===== src/rtl/apb_requester_arbiter_if.sv =====
// apb_requester_arbiter_if
// Bundles the local command/response channels and the APB4 requester bus.
// The master modport is the arbiter's view. The slave modport is the
// environment's view: command sources, response sinks and the APB completer.
interface apb_requester_arbiter_if #(
    parameter int NUM_REQ    = 4,
    parameter int ADDR_WIDTH = 32,
    parameter int DATA_WIDTH = 32
);
    // Local command sources, one slice per source
    logic [NUM_REQ-1:0]              cmd_valid;
    logic [NUM_REQ-1:0]              cmd_ready;
    logic [NUM_REQ-1:0]              cmd_write;
    logic [NUM_REQ*ADDR_WIDTH-1:0]   cmd_addr;
    logic [NUM_REQ*DATA_WIDTH-1:0]   cmd_wdata;
    logic [NUM_REQ*DATA_WIDTH/8-1:0] cmd_strb;
    logic [NUM_REQ*3-1:0]            cmd_prot;

    // Shared response channel, qualified per source by rsp_valid
    logic [NUM_REQ-1:0]              rsp_valid;
    logic [DATA_WIDTH-1:0]           rsp_rdata;
    logic                            rsp_slverr;

    // APB4 requester bus
    logic [ADDR_WIDTH-1:0]           paddr;
    logic [2:0]                      pprot;
    logic                            pnse;
    logic                            psel;
    logic                            penable;
    logic                            pwrite;
    logic [DATA_WIDTH-1:0]           pwdata;
    logic [DATA_WIDTH/8-1:0]         pstrb;
    logic                            pready;
    logic [DATA_WIDTH-1:0]           prdata;
    logic                            pslverr;

    modport master (
        input  cmd_valid, cmd_write, cmd_addr, cmd_wdata, cmd_strb, cmd_prot,
        output cmd_ready,
        output rsp_valid, rsp_rdata, rsp_slverr,
        output paddr, pprot, pnse, psel, penable, pwrite, pwdata, pstrb,
        input  pready, prdata, pslverr
    );

    modport slave (
        output cmd_valid, cmd_write, cmd_addr, cmd_wdata, cmd_strb, cmd_prot,
        input  cmd_ready,
        input  rsp_valid, rsp_rdata, rsp_slverr,
        input  paddr, pprot, pnse, psel, penable, pwrite, pwdata, pstrb,
        output pready, prdata, pslverr
    );
endinterface


===== src/rtl/apb_requester_arbiter.sv =====
// apb_requester_arbiter
// Round-robin arbiter that shares one APB4 requester port between NUM_REQ
// local command sources. Each accepted command runs through the SETUP and
// ACCESS phases. The completer's response is then returned as a one-cycle
// pulse to the source that issued the command.
// Optional feature: define APB_ARB_TIMEOUT_EN to abort an ACCESS phase after
// TIMEOUT_CYCLES cycles without pready. The abort answers with slverr=1.
module apb_requester_arbiter #(
    parameter int NUM_REQ        = 4,
    parameter int ADDR_WIDTH     = 32,
    parameter int DATA_WIDTH     = 32,
    parameter int TIMEOUT_CYCLES = 256
) (
    input  logic                   pclk,
    input  logic                   preset,
    apb_requester_arbiter_if.master bus
);
    localparam int PW = $clog2(NUM_REQ);
    localparam int SW = DATA_WIDTH / 8;

    // Reject unsupported configurations at elaboration
    if (NUM_REQ < 2 || NUM_REQ > 16) begin : g_bad_num_req
        $error("apb_requester_arbiter: NUM_REQ must be 2..16");
    end
    if (DATA_WIDTH != 8 && DATA_WIDTH != 16 && DATA_WIDTH != 32) begin : g_bad_data_width
        $error("apb_requester_arbiter: DATA_WIDTH must be 8, 16 or 32");
    end
    if (TIMEOUT_CYCLES < 2) begin : g_bad_timeout
        $error("apb_requester_arbiter: TIMEOUT_CYCLES must be >= 2");
    end

    typedef enum logic [1:0] {
        ST_IDLE   = 2'd0,
        ST_SETUP  = 2'd1,
        ST_ACCESS = 2'd2
    } state_t;

    state_t                 r_state;
    logic [PW-1:0]          r_ptr;
    logic [PW-1:0]          r_owner;
    logic                   r_psel;
    logic                   r_penable;
    logic                   r_pwrite;
    logic [ADDR_WIDTH-1:0]  r_paddr;
    logic [DATA_WIDTH-1:0]  r_pwdata;
    logic [SW-1:0]          r_pstrb;
    logic [2:0]             r_pprot;
    logic [NUM_REQ-1:0]     r_rsp_valid;
    logic [DATA_WIDTH-1:0]  r_rsp_rdata;
    logic                   r_rsp_slverr;

    // Per-source views of the packed command buses
    logic [ADDR_WIDTH-1:0]  w_src_addr  [NUM_REQ];
    logic [DATA_WIDTH-1:0]  w_src_wdata [NUM_REQ];
    logic [SW-1:0]          w_src_strb  [NUM_REQ];
    logic [2:0]             w_src_prot  [NUM_REQ];
    logic [NUM_REQ-1:0]     w_ready;
    logic [NUM_REQ-1:0]     w_owner_hot;

    logic [PW-1:0]          w_grant;
    logic                   w_any;
    logic                   w_accept;
    logic [PW-1:0]          w_ptr_next;
    logic                   w_sel_write;
    logic                   w_timeout;

    // Round-robin search: first set cmd_valid at or above r_ptr, wrapping.
    // Iterating from the far end lets the closest request overwrite the rest.
    always_comb begin
        int idx;
        idx     = 0;
        w_grant = '0;
        w_any   = 1'b0;
        for (int k = NUM_REQ - 1; k >= 0; k--) begin
            idx = int'(r_ptr) + k;
            if (idx >= NUM_REQ) begin
                idx = idx - NUM_REQ;
            end
            if (bus.cmd_valid[PW'(idx)]) begin
                w_grant = PW'(idx);
                w_any   = 1'b1;
            end
        end
    end

    // Commands are only taken in IDLE. Holding reset also blocks cmd_ready so
    // that no source sees an accept while the block is being reset.
    assign w_accept    = (r_state == ST_IDLE) && w_any && !preset;
    assign w_ptr_next  = (w_grant == PW'(NUM_REQ - 1)) ? '0 : w_grant + 1'b1;
    assign w_sel_write = bus.cmd_write[w_grant];

    for (genvar gi = 0; gi < NUM_REQ; gi++) begin : g_src
        assign w_src_addr[gi]  = bus.cmd_addr[gi*ADDR_WIDTH +: ADDR_WIDTH];
        assign w_src_wdata[gi] = bus.cmd_wdata[gi*DATA_WIDTH +: DATA_WIDTH];
        assign w_src_strb[gi]  = bus.cmd_strb[gi*SW +: SW];
        assign w_src_prot[gi]  = bus.cmd_prot[gi*3 +: 3];
        assign w_ready[gi]     = w_accept && (w_grant == PW'(gi));
        assign w_owner_hot[gi] = (r_owner == PW'(gi));
    end

`ifdef APB_ARB_TIMEOUT_EN
    localparam int TW = $clog2(TIMEOUT_CYCLES);

    logic [TW-1:0] r_tcnt;

    // Count ACCESS cycles without pready. Clearing in SETUP means the counter
    // starts from zero on every entry to ACCESS.
    always_ff @(posedge pclk or posedge preset) begin
        if (preset) begin
            r_tcnt <= '0;
        end else if (r_state == ST_SETUP) begin
            r_tcnt <= '0;
        end else if (r_state == ST_ACCESS && !bus.pready) begin
            r_tcnt <= r_tcnt + 1'b1;
        end
    end

    // The counter holds N-1 during the Nth ACCESS cycle. A pready in the last
    // allowed cycle therefore still completes normally.
    assign w_timeout = (r_state == ST_ACCESS) && !bus.pready &&
                       (r_tcnt == TW'(TIMEOUT_CYCLES - 1));
`else
    assign w_timeout = 1'b0;
`endif

    // Transfer sequencer: accept in IDLE, drive SETUP, then ACCESS until done
    always_ff @(posedge pclk or posedge preset) begin
        if (preset) begin
            r_state      <= ST_IDLE;
            r_ptr        <= '0;
            r_owner      <= '0;
            r_psel       <= 1'b0;
            r_penable    <= 1'b0;
            r_pwrite     <= 1'b0;
            r_paddr      <= '0;
            r_pwdata     <= '0;
            r_pstrb      <= '0;
            r_pprot      <= '0;
            r_rsp_valid  <= '0;
            r_rsp_rdata  <= '0;
            r_rsp_slverr <= 1'b0;
        end else begin
            // The response is a single-cycle pulse; its data is zero otherwise
            r_rsp_valid  <= '0;
            r_rsp_rdata  <= '0;
            r_rsp_slverr <= 1'b0;
            case (r_state)
                ST_IDLE: begin
                    if (w_any) begin
                        r_state  <= ST_SETUP;
                        r_psel   <= 1'b1;
                        r_owner  <= w_grant;
                        r_ptr    <= w_ptr_next;
                        r_pwrite <= w_sel_write;
                        r_paddr  <= w_src_addr[w_grant];
                        r_pwdata <= w_src_wdata[w_grant];
                        r_pprot  <= w_src_prot[w_grant];
                        // Reads never carry byte strobes on APB4
                        r_pstrb  <= w_sel_write ? w_src_strb[w_grant] : '0;
                    end
                end
                ST_SETUP: begin
                    r_state   <= ST_ACCESS;
                    r_penable <= 1'b1;
                end
                ST_ACCESS: begin
                    if (bus.pready || w_timeout) begin
                        r_state      <= ST_IDLE;
                        r_psel       <= 1'b0;
                        r_penable    <= 1'b0;
                        r_rsp_valid  <= w_owner_hot;
                        r_rsp_rdata  <= (bus.pready && !r_pwrite) ? bus.prdata : '0;
                        r_rsp_slverr <= bus.pready ? bus.pslverr : 1'b1;
                    end
                end
                default: begin
                    r_state   <= ST_IDLE;
                    r_psel    <= 1'b0;
                    r_penable <= 1'b0;
                end
            endcase
        end
    end

    assign bus.cmd_ready  = w_ready;
    assign bus.rsp_valid  = r_rsp_valid;
    assign bus.rsp_rdata  = r_rsp_rdata;
    assign bus.rsp_slverr = r_rsp_slverr;
    assign bus.paddr      = r_paddr;
    assign bus.pprot      = r_pprot;
    assign bus.pnse       = 1'b0;
    assign bus.psel       = r_psel;
    assign bus.penable    = r_penable;
    assign bus.pwrite     = r_pwrite;
    assign bus.pwdata     = r_pwdata;
    assign bus.pstrb      = r_pstrb;
endmodule


===== src/flat_wrapper.sv =====
// flat-port wrapper written by rule: the top's interface ports become plain ports
module apb_requester_arbiter_flat 
#(
    parameter int NUM_REQ        = 4,
    parameter int ADDR_WIDTH     = 32,
    parameter int DATA_WIDTH     = 32,
    parameter int TIMEOUT_CYCLES = 256
)
  (pclk, preset, bus_cmd_valid, bus_cmd_write, bus_cmd_addr, bus_cmd_wdata, bus_cmd_strb, bus_cmd_prot, bus_cmd_ready, bus_rsp_valid, bus_rsp_rdata, bus_rsp_slverr, bus_paddr, bus_pprot, bus_pnse, bus_psel, bus_penable, bus_pwrite, bus_pwdata, bus_pstrb, bus_pready, bus_prdata, bus_pslverr);
  apb_requester_arbiter_if #(.NUM_REQ(NUM_REQ), .ADDR_WIDTH(ADDR_WIDTH), .DATA_WIDTH(DATA_WIDTH)) bus_i ();
  input  logic pclk;
  input  logic preset;
  input wire logic [$bits(bus_i.cmd_valid)-1:0] bus_cmd_valid;
  input wire logic [$bits(bus_i.cmd_write)-1:0] bus_cmd_write;
  input wire logic [$bits(bus_i.cmd_addr)-1:0] bus_cmd_addr;
  input wire logic [$bits(bus_i.cmd_wdata)-1:0] bus_cmd_wdata;
  input wire logic [$bits(bus_i.cmd_strb)-1:0] bus_cmd_strb;
  input wire logic [$bits(bus_i.cmd_prot)-1:0] bus_cmd_prot;
  output wire logic [$bits(bus_i.cmd_ready)-1:0] bus_cmd_ready;
  output wire logic [$bits(bus_i.rsp_valid)-1:0] bus_rsp_valid;
  output wire logic [$bits(bus_i.rsp_rdata)-1:0] bus_rsp_rdata;
  output wire logic [$bits(bus_i.rsp_slverr)-1:0] bus_rsp_slverr;
  output wire logic [$bits(bus_i.paddr)-1:0] bus_paddr;
  output wire logic [$bits(bus_i.pprot)-1:0] bus_pprot;
  output wire logic [$bits(bus_i.pnse)-1:0] bus_pnse;
  output wire logic [$bits(bus_i.psel)-1:0] bus_psel;
  output wire logic [$bits(bus_i.penable)-1:0] bus_penable;
  output wire logic [$bits(bus_i.pwrite)-1:0] bus_pwrite;
  output wire logic [$bits(bus_i.pwdata)-1:0] bus_pwdata;
  output wire logic [$bits(bus_i.pstrb)-1:0] bus_pstrb;
  input wire logic [$bits(bus_i.pready)-1:0] bus_pready;
  input wire logic [$bits(bus_i.prdata)-1:0] bus_prdata;
  input wire logic [$bits(bus_i.pslverr)-1:0] bus_pslverr;
  assign bus_i.cmd_valid = bus_cmd_valid;
  assign bus_i.cmd_write = bus_cmd_write;
  assign bus_i.cmd_addr = bus_cmd_addr;
  assign bus_i.cmd_wdata = bus_cmd_wdata;
  assign bus_i.cmd_strb = bus_cmd_strb;
  assign bus_i.cmd_prot = bus_cmd_prot;
  assign bus_cmd_ready = bus_i.cmd_ready;
  assign bus_rsp_valid = bus_i.rsp_valid;
  assign bus_rsp_rdata = bus_i.rsp_rdata;
  assign bus_rsp_slverr = bus_i.rsp_slverr;
  assign bus_paddr = bus_i.paddr;
  assign bus_pprot = bus_i.pprot;
  assign bus_pnse = bus_i.pnse;
  assign bus_psel = bus_i.psel;
  assign bus_penable = bus_i.penable;
  assign bus_pwrite = bus_i.pwrite;
  assign bus_pwdata = bus_i.pwdata;
  assign bus_pstrb = bus_i.pstrb;
  assign bus_i.pready = bus_pready;
  assign bus_i.prdata = bus_prdata;
  assign bus_i.pslverr = bus_pslverr;
  apb_requester_arbiter #(.NUM_REQ(NUM_REQ), .ADDR_WIDTH(ADDR_WIDTH), .DATA_WIDTH(DATA_WIDTH), .TIMEOUT_CYCLES(TIMEOUT_CYCLES)) u_core (.pclk(pclk), .preset(preset), .bus(bus_i));
endmodule

===== config.mk =====
export PLATFORM = sky130hd
export DESIGN_NAME = apb_requester_arbiter_flat
export DESIGN_NICKNAME = d
export VERILOG_FILES = /design/src/rtl/apb_requester_arbiter_if.sv /design/src/rtl/apb_requester_arbiter.sv /design/src/flat_wrapper.sv
export SDC_FILE = /design/constraint.sdc
export NUM_CORES = 1
export LEC_CHECK = 0
export BUFFER_PORTS_ARGS = -buffer_cell sky130_fd_sc_hd__buf_2
export CAP_MARGIN = 20
export CORE_AREA = 4 4 170 172
export DETAILED_ROUTE_END_ITERATION = 10
export DIE_AREA = 0 0 174 176
export GPL_ROUTABILITY_DRIVEN = 0
export PLACE_DENSITY = 0.57
export RECOVER_POWER = 100
export SYNTH_ARGS = -nofsm -noshare
export SYNTH_HDL_FRONTEND = slang
export SYNTH_SLANG_ARGS = --single-unit

===== constraint.sdc =====
create_clock -name pclk -period 4.1 [get_ports pclk]
set_input_delay 0 -clock pclk [delete_from_list [all_inputs] [get_ports pclk]]
set_output_delay 0 -clock pclk [all_outputs]
set_load 0.05 [all_outputs]

; Yosys cells after proc, flatten, opt, wreduce, memory -nomap -nowiden
; Index checks and enable logic that the tools add are counted.
[totals]
reg_bits = 117
wordCells = 114
out_inout_bits = 116
in_bits = 328
[classes]
reduce_logical = 16
eq_ne = 10
n_lt_le_gt_ge = 10
bitwise = 3
muxes = 54
add_sub_neg = 8
[ops]
columns = cell, n
row1 = $mux W32, 7
row2 = $bmux W32 S2, 2
row3 = $mux W2, 11
row4 = $mux W4, 5
row5 = $mux W1, 17
row6 = $lt A2 B4 Y1 const B, 4
row7 = $ge A3 B3 Y1 const B, 4
row8 = $bmux W1 S2, 5
row9 = $eq A2 B2 Y1 const B, 5
row10 = $bmux W4 S2, 1
row11 = $sub A2 B1 Y2 const B, 4
row12 = $logic_and A1 B1 Y1, 7
row13 = $add A2 B2 Y3 const B, 2
row14 = $bmux W3 S2, 1
row15 = $eq A2 B1 Y1 const B, 3
row16 = $logic_not A2 Y1, 3
row17 = $mux W3, 2
row18 = $pmux W1 S3, 2
row19 = $pmux W2 S3, 1
row20 = $reduce_and A2 Y1, 3
row21 = $add A2 B1 Y3 const B, 1
row22 = $ge A2 B3 Y1 const B, 1
row23 = $lt A2 B3 Y1 const B, 1
row24 = $not A2 Y3, 1
row25 = 6 further kinds, 8

; Depth between registers and ports, before layout
; Gate-level depths: netlist of run 1.
[depth]
depth_word = 15
mapped_depth = 9
ltp_nobuf = 6

; Worst setup path before layout of run 1
; No wires, ideal clock.
[synth_timing]
kind = in2out
startpoint = input preset
endpoint = output bus_cmd_ready[0]
stages = 2
setup_slack_ps = 872
required_ps = 4100
n_path_buf = 0
t_arrival_ps = 3228
cell_sequence = inv_1 > and3_1
[synth_via]
elab_chain_len = 3
[synth_lines]
columns = item, line_no
row1 = "start, declared", flat_wrapper.sv:12  ; input logic preset;
row2 = $logic_not A1 Y1, apb_requester_arbiter.sv:88  ; assign w_accept = (r_state == ST_IDLE) && w_any && !preset;
row3 = $logic_and A1 B1 Y1, apb_requester_arbiter.sv:88
row4 = $logic_and A1 B1 Y1, apb_requester_arbiter.sv:97  ; assign w_ready[gi] = w_accept && (w_grant == PW'(gi));
row5 = "end, declared", flat_wrapper.sv:19  ; output wire logic [$bits(bus_i.cmd_ready)-1:0] bus_cmd_ready;
; Every way passes these cells.

; Worst setup path after layout of run 1
[layout_timing]
startpoint = register u_core.r_ptr[1]
endpoint = register u_core.r_pwdata[25] (netlist: u_core.bus.pwdata[25])
[layout_via]
elab_chain_len = 14
word_cells_on_any_way = 40
cone_classes = 7 x add/sub / 4 x order compare / 27 x mux / 1 x bitwise / 1 x reduce/logical
[layout_lines]
columns = item, line_no
row1 = "start, declared", apb_requester_arbiter.sv:39  ; logic [PW-1:0] r_ptr;
row2 = "start signal, assigned", apb_requester_arbiter.sv:153  ; r_ptr <= w_ptr_next;
row3 = $add A2 B2 Y3, apb_requester_arbiter.sv:75  ; idx = int'(r_ptr) + k;
row4 = $ge A3 B3 Y1 / $sub A2 B1 Y2 (equally long branches), "apb_requester_arbiter.sv:76, apb_requester_arbiter.sv:77"
row5 = $mux W2, apb_requester_arbiter.sv:76  ; if (idx >= NUM_REQ) begin
row6 = $bmux W1 S2, apb_requester_arbiter.sv:79  ; if (bus.cmd_valid[PW'(idx)]) begin
row7 = $mux W1 (implied by the code) (2 in series), apb_requester_arbiter.sv:79
row8 = $mux W2 (4 in series), apb_requester_arbiter.sv:79
row9 = $not A2 Y3 (implied by the code), apb_requester_arbiter.sv:156  ; r_pwdata <= w_src_wdata[w_grant];
row10 = $bmux W32 S2, apb_requester_arbiter.sv:156
row11 = $mux W32 (implied by the code) (2 in series), apb_requester_arbiter.sv:156
row12 = "end signal, assigned", apb_requester_arbiter.sv:156
row13 = "end, declared", apb_requester_arbiter.sv:45  ; logic [DATA_WIDTH-1:0] r_pwdata;
; Several ways; a longest one is shown, not always the timed one. The select of a mux whose other input is x is not followed.
; A chain may end at the register's enable or synchronous reset.

==> impl_metrics.py, run 1 <==
metrics = {
    "setup_path": {
        "start_kind": "register",
        "critPathSlowestCell": "o221ai_4",
        "endpoint_kind": "register",
        "crit_fanout": 65,
        "max_stage_delay_ps": 600,
        "worst_path_dominant_cell_family": "buffers and inverters",
        "crit_path_cell_trace": "a21boi_0 > o221ai_4 > buf_12 > mux2_2 > dlygate4sd3_1 > o22ai_1 > a21oi_1 > dlygate4sd3_1",
        "crit_buf_inv": 3,
        "cp_common_cell": "dlygate4sd3_1",
        "critPathKind": "register to register",
        "cp.arrival_ps": 3760,
        "crit_required_ps": 4390,
    },
    "clock_tree": {
        "numClockSinks": 117,
        "clk_pin_slew_ps": 60,
        "h-tree-depth": 4,
        "clock-root-buffer": "clkbuf_16",
        "numCtsBuffers": 17,
        "clkLatencyLatePin_ps": 420,
        "cts_tree": "done",
        "clock_path_buffers": 2,
        "post_cts_buffers": 0,
    },
    "global_route": {
        "grt_pass1_wl_mm": 42.4,
        "grt_start_max_net_pins": 78,
        "grt-ovfl-total": 0,
        "antenna_found_initial": 1,
        "first_global_vias": 7856,
        "grt_usage": 0.173,
    },
    "drt": {
        "ant_nets": 0,
        "routedWlPerCell_um": 17.8,
        "via_per_inst": 4.59,
        "firstDrtPassIters": 5,
        "routed_wl_mm": 27.8,
        "route.vias.total": 7157,
        "drc": 0,
        "drt_first_iter_violations": 277,
    },
    "timing": {
        "hold_violations": 1,
        "maxSlewViolCount": 0,
        "tightest_slew_ps": 1380,
        "period_needed_ps": 3470,
        "whs_ps": -4.70,
        "fin_skew_ps": 10.9,
        "slew_headroom": 0.0753,
        "final.setup.tns_ps": 0,
        "finalSetupViolations": 0,
        "rsz0062_at_grt": "no",
        "period_share": 0.847,
        "max_freq_mhz": 288,
    },
    "yosys": {
        "yosys.area.top_type": "dfrtp_1",
        "synthTopCellsByCount": "117 x dfrtp_1, 70 x mux2i_1, 68 x mux2_2",
        "ys_types": 42,
        "syn-num-nets": 879,
        "synthTopCellsByArea": "dfrtp_1 48%, mux2_2 12%, mux2i_1 11%, o22ai_1 6.7%, a21oi_1 5.5%",
        "synthArstFlopShare": 1.00,
        "synth.most_common_cell": "dfrtp_1",
        "synth_area_um2": 6150,
        "yosysSeqAreaShare": 0.476,
        "synth-main-ff-cell": "dfrtp_1",
        "syn_avg_cell_area_um2": 11.2,
        "synth_seq_cells": 117,
        "syn_inst": 547,
        "yosysTopAreaCellShare": 0.476,
        "ys.warnings.count": 0,
        "synth_edf_count": 0,
    },
    "layout": {
        "n_fill_cell": 2665,
        "nets": 1530,
        "seqCellArea_um2": 2930,
        "multiInputGateArea_um2": 2970,
        "final_area_um2": 11300,
        "area_growth_pct": 84.4,
        "layout-drive-gt1-share": 0.366,
    },
    "run_status": {
        "violations": "hold timing",
        "status": "complete, but fails checks",
    },
    "flow_run": {
        "drv_cap": 0,
    },
    "die": {
        "die-area_um2": 30600,
        "die_y_um": 176,
        "rows": 61,
        "ios": 444,
        "fp.coreArea_um2": 27500,
        "initial_core_util": 0.224,
        "chipWidth_um": 174,
    },
    "pwr": {
        "ir_worst_vdd_mv": 0.374,
        "powerDensity_nw_per_um2": 734,
        "leakagePower_nw": 5.33,
    },
    "place": {
        "placed_cell_area_um2": 8670,
        "hpwlAfterDp_mm": 19.3,
        "portBuffers": 442,
    },
    "min_path": {
        "hold_class": "primary input to register",
    },
}
[routing by layer]
metal	GRT usage	up-vias	routed length, um	part of all wire
met2	0.318	353	14400	0.52
met1	0.192	3416	10600	0.38
met3	0.0522	32	2150	0.077
met4	0.0591	0	639	0.023
met5	0	-	0	0
li1	-	3356	-	-
[final cells by class]
class | instances | share of cell area
well taps | 346 | 0.0382
clock buffers | 17 | 0.0375
diodes | 1 | 0.000221
multi-input cells | 380 | 0.262
clock inverters | 15 | 0.0148
inverters | 7 | 0.00243
repair buffers | 675 | 0.387
flip-flops and latches | 117 | 0.258
[sequential cells by signal (all words and copies together), names as in the netlist]
signal / cells
u_core.bus.paddr: 32
u_core.bus.penable: 1
u_core.bus.pprot: 3
u_core.bus.psel: 1
u_core.bus.pstrb: 4
u_core.bus.pwdata: 32
u_core.bus.pwrite: 1
u_core.bus.rsp_rdata: 32
u_core.bus.rsp_slverr: 1
u_core.bus.rsp_valid: 4
u_core.r_owner: 2
u_core.r_ptr: 2
u_core.r_state: 2
[worst min-delay path, stage by stage]
cell and delay (ps):
buf_2 80, mux2i_1 120, a21oi_1 160
[cell usage in the layout (no fill, tap or decap), types with 3 or more instances in the layout]
cell / synthesis / final
buf_2: 10 / 327
nand3_1: 3 / 3
o221ai_1: 4 / 3
nand4_1: 4 / 4
inv_1: 6 / 6
and3_1: 8 / 8
dlygate4sd3_1: 0 / 222
dfrtp_1: 117 / 117
clkbuf_1: 18 / 116
o21ai_0: 3 / 4
o22ai_1: 66 / 66
inv_6: 0 / 6
nor2_1: 7 / 7
mux2i_1: 70 / 70
nand2_1: 8 / 8
clkinv_4: 0 / 3
a21oi_1: 67 / 67
clkbuf_16: 0 / 17
and2_0: 0 / 25
buf_4: 6 / 6
a21boi_0: 5 / 5
mux2_2: 68 / 68
ha_1: 4 / 4
a32oi_1: 4 / 4
and2_1: 34 / 9
[report_power, final]
group | switching [mW] | internal [mW] | total (mW)
Sequential | 0.257 | 1.59 | 1.85
Combinational | 3.08 | 1.88 | 4.96
Clock | 0.604 | 0.911 | 1.52
[through the flow]
step	worst slack, ps	utilization	instances	total power, mW
floorplan	872	-	547	4.94
global placement	1630	0.316	1303	6.02
detailed placement	1560	0.316	1303	6.06
CTS	644	0.418	1557	8.47
global route	403	0.413	1558	8.79
finish	629	0.413	1558	8.33
[worst paths after layout]
path / slack [ps] / cells past startpoint / startpoint / endpoint
setup / recovery: 630 / 8 / u_core.r_ptr[1] / u_core.bus.pwdata[25]
hold / removal: -5 / 3 / bus_cmd_wdata[93] / u_core.bus.pwdata[29]
setup reg to reg: 630 / 8 / u_core.r_ptr[1] / u_core.bus.pwdata[25]
hold reg to reg: 490 / 1 / u_core.bus.penable / u_core.bus.penable
max in group asynchronous: 1750 / 4 / preset / u_core.bus.pwdata[5]
min in group asynchronous: 460 / 3 / preset / u_core.bus.rsp_rdata[15]
[timing repair]
item,in CTS,in global routing
resized for setup,0,0
hold buffers,222,0
endpoints found under the hold margin,136,0
[logic make-up after synthesis]
| logic type | share of synthesized area |
|---|---|
| adder cells (fa/ha/maj) | 0.00814 |
| flip-flops | 0.476 |
| other | 0.000610 |
| AND/OR/NAND/NOR | 0.0708 |
| buffers and inverters | 0.0460 |
| multiplexers | 0.239 |
| AO/OA/AOI/OAI | 0.160 |
(Power assumes the default switching activity.)
==> inputs of run 2 (changes only) <==
==> constraint.sdc (replaced) <==
create_clock -name pclk -period 3.5 [get_ports pclk]
set_input_delay 0 -clock pclk [delete_from_list [all_inputs] [get_ports pclk]]
set_output_delay 0 -clock pclk [all_outputs]
set_load 0.05 [all_outputs]
==> run 2 against run 1 <==
Against the previous run: the flow finishes with violations (hold timing, capacitance limit, slew limit); wire length decreased by 0.65%; clock skew increased by 3.9 ps; clock power increased by 17%; sequential share of layout area decreased by 0.14 points; cell area increased by 0.55%; sequential cell count unchanged; global-route usage increased by 0.081 points; worst setup slack got worse by 450 ps; critical path type unchanged.
==> impl_metrics.py, run 2 (synthesized netlist as in run 1, its figures left out) <==
metrics = {
    "setup_path": {
        "r2r_cells": 8,
        "start_kind": "register",
        "critPathKind": "register to register",
        "crit_path_cell_trace": "or3b_1 > o221ai_4 > buf_12 > mux2_2 > dlygate4sd3_1 > o22ai_1 > a21oi_1 > dlygate4sd3_1",
        "crit_required_ps": 3790,
        "r2r_end": "u_core.bus.pwdata[25]",
        "critPathSlowestCell": "dlygate4sd3_1",
        "crit_buf_inv": 3,
        "worst_path_dominant_cell_family": "buffers and inverters",
        "crit_fanout": 88,
        "endpoint_kind": "register",
        "r2r_start": "u_core.r_ptr[1]",
        "cp.arrival_ps": 3610,
        "reg2reg_setup_slack_ps": 180,
        "max_stage_delay_ps": 600,
        "startpoint": "u_core.r_ptr[1]",
        "cp_common_cell": "dlygate4sd3_1",
    },
    "timing": {
        "max_freq_mhz": 301,
        "finalSetupViolations": 0,
        "final.setup.tns_ps": 0,
        "slew_headroom": -0.505,
        "setup_slack_ps": 182,
        "whs_ps": -10.7,
        "tightest_slew_ps": 2260,
        "period_share": 0.948,
        "maxSlewViolCount": 59,
        "fin_skew_ps": 14.8,
        "rsz0062_at_grt": "no",
        "hold_violations": 1,
        "period_needed_ps": 3320,
    },
    "clock_tree": {
        "clkLatencyLatePin_ps": 420,
        "cts.repair.resized": 0,
        "cts_tree": "done",
        "clock-root-buffer": "clkbuf_16",
        "numClockSinks": 117,
        "clock_path_buffers": 2,
        "numCtsBuffers": 17,
        "clk_pin_slew_ps": 60,
        "h-tree-depth": 4,
    },
    "drt": {
        "via_per_inst": 4.55,
        "routedWlPerCell_um": 17.7,
        "firstDrtPassIters": 5,
        "route.vias.total": 7117,
        "ant_nets": 0,
        "routed_wl_mm": 27.6,
        "drt_first_iter_violations": 351,
        "drc": 0,
    },
    "global_route": {
        "grt_pass1_wl_mm": 42.8,
        "use_met2": 0.316,
        "grt_usage": 0.174,
        "antenna_found_initial": 0,
        "first_global_vias": 7940,
        "gr-max-usage-layer": "met2",
        "grt-ovfl-total": 0,
        "grt_start_max_net_pins": 89,
        "grt.met3_usage": 0.0507,
        "met1_usage": 0.197,
    },
    "die": {
        "die_y_um": 176,
        "fp.coreArea_um2": 27500,
        "chipWidth_um": 174,
        "initial_core_util": 0.224,
        "die-area_um2": 30600,
        "ios": 444,
        "rows": 61,
    },
    "place": {
        "place_inst": 1302,
        "placed_cell_area_um2": 8670,
        "portBuffers": 442,
        "post-place-ws_ps": 1050,
        "hpwlAfterDp_mm": 19.3,
    },
    "layout": {
        "post-route-util": 0.415,
        "antenna_cells": 0,
        "mostFrequentLayoutCell": "buf_2",
        "layout-drive-gt1-share": 0.364,
        "n_fill_cell": 2714,
        "area_growth_pct": 85.5,
        "final_area_um2": 11400,
        "nets": 1536,
        "final_cell_mix": "327 x buf_2, 229 x dlygate4sd3_1, 117 x dfrtp_1",
        "final_cells": 1563,
    },
    "min_path": {
        "whs_endpoint": "u_core.bus.pwdata[29]",
        "hold_class": "primary input to register",
        "hp-start": "bus_cmd_wdata[125]",
        "min_path_cells": 3,
    },
    "run_status": {
        "status": "complete, but fails checks",
        "violations": "hold timing, capacitance limit, slew limit",
    },
    "pwr": {
        "power.total_mw": 9.80,
        "ir_worst_vdd_mv": 0.453,
        "powerDensity_nw_per_um2": 859,
        "leakagePower_nw": 5.36,
    },
    "flow_run": {
        "drv_cap": 1,
    },
}
run 2: layer usage:
metal	up-vias	wire (um)
li1	3364	-
met1	3380	10900
met2	334	14000
met3	39	1920
met4	0	726
met5	-	0
run 2: final cells by class:
class                      instances  area [um2]  share of cell area
clock inverter                    13         149              0.0131
clock buffer                      19         443              0.0389
sequential                       117        2930               0.257
tap                              346         433              0.0380
multi-input combinational        380        2970               0.260
timing repair buffer             681        4460               0.391
inverter                           7        26.3             0.00230
run 2: report_power, final:
group | switching (mW) | internal [mW] | leakage (nW) | total [mW]
sequential | 0.308 | 1.87 | 1.41 | 2.18
clock | 0.701 | 1.08 | 0.281 | 1.78
combinational | 3.59 | 2.26 | 3.67 | 5.84
total | 4.60 | 5.20 | 5.36 | 9.80
run 2: worst max path at each step:
stage / endpoint / slack, ps / cells past startpoint
floorplan: bus_cmd_ready[0] / 270 / 2
global placement: u_core.bus.pwdata[19] / 1180 / 6
detailed placement: u_core.bus.pprot[2] / 1050 / 6
CTS: u_core.bus.pwdata[25] / 230 / 8
global route: u_core.bus.pwdata[25] / 80 / 8
finish: u_core.bus.pwdata[25] / 180 / 8
run 2: timing repair:
action | in CTS | in global routing
buffers inserted | 0 | 0
hold buffers | 229 | 0
endpoints found under the hold margin | 161 | 0
run 2: worst register-to-register path, stage by stage, from the launching register on:
cell           delay [ps]
dfrtp_1               450
or3b_1                420
o221ai_4              110
buf_12                380
mux2_2                530
dlygate4sd3_1         570
o22ai_1               110
a21oi_1                50
dlygate4sd3_1         600
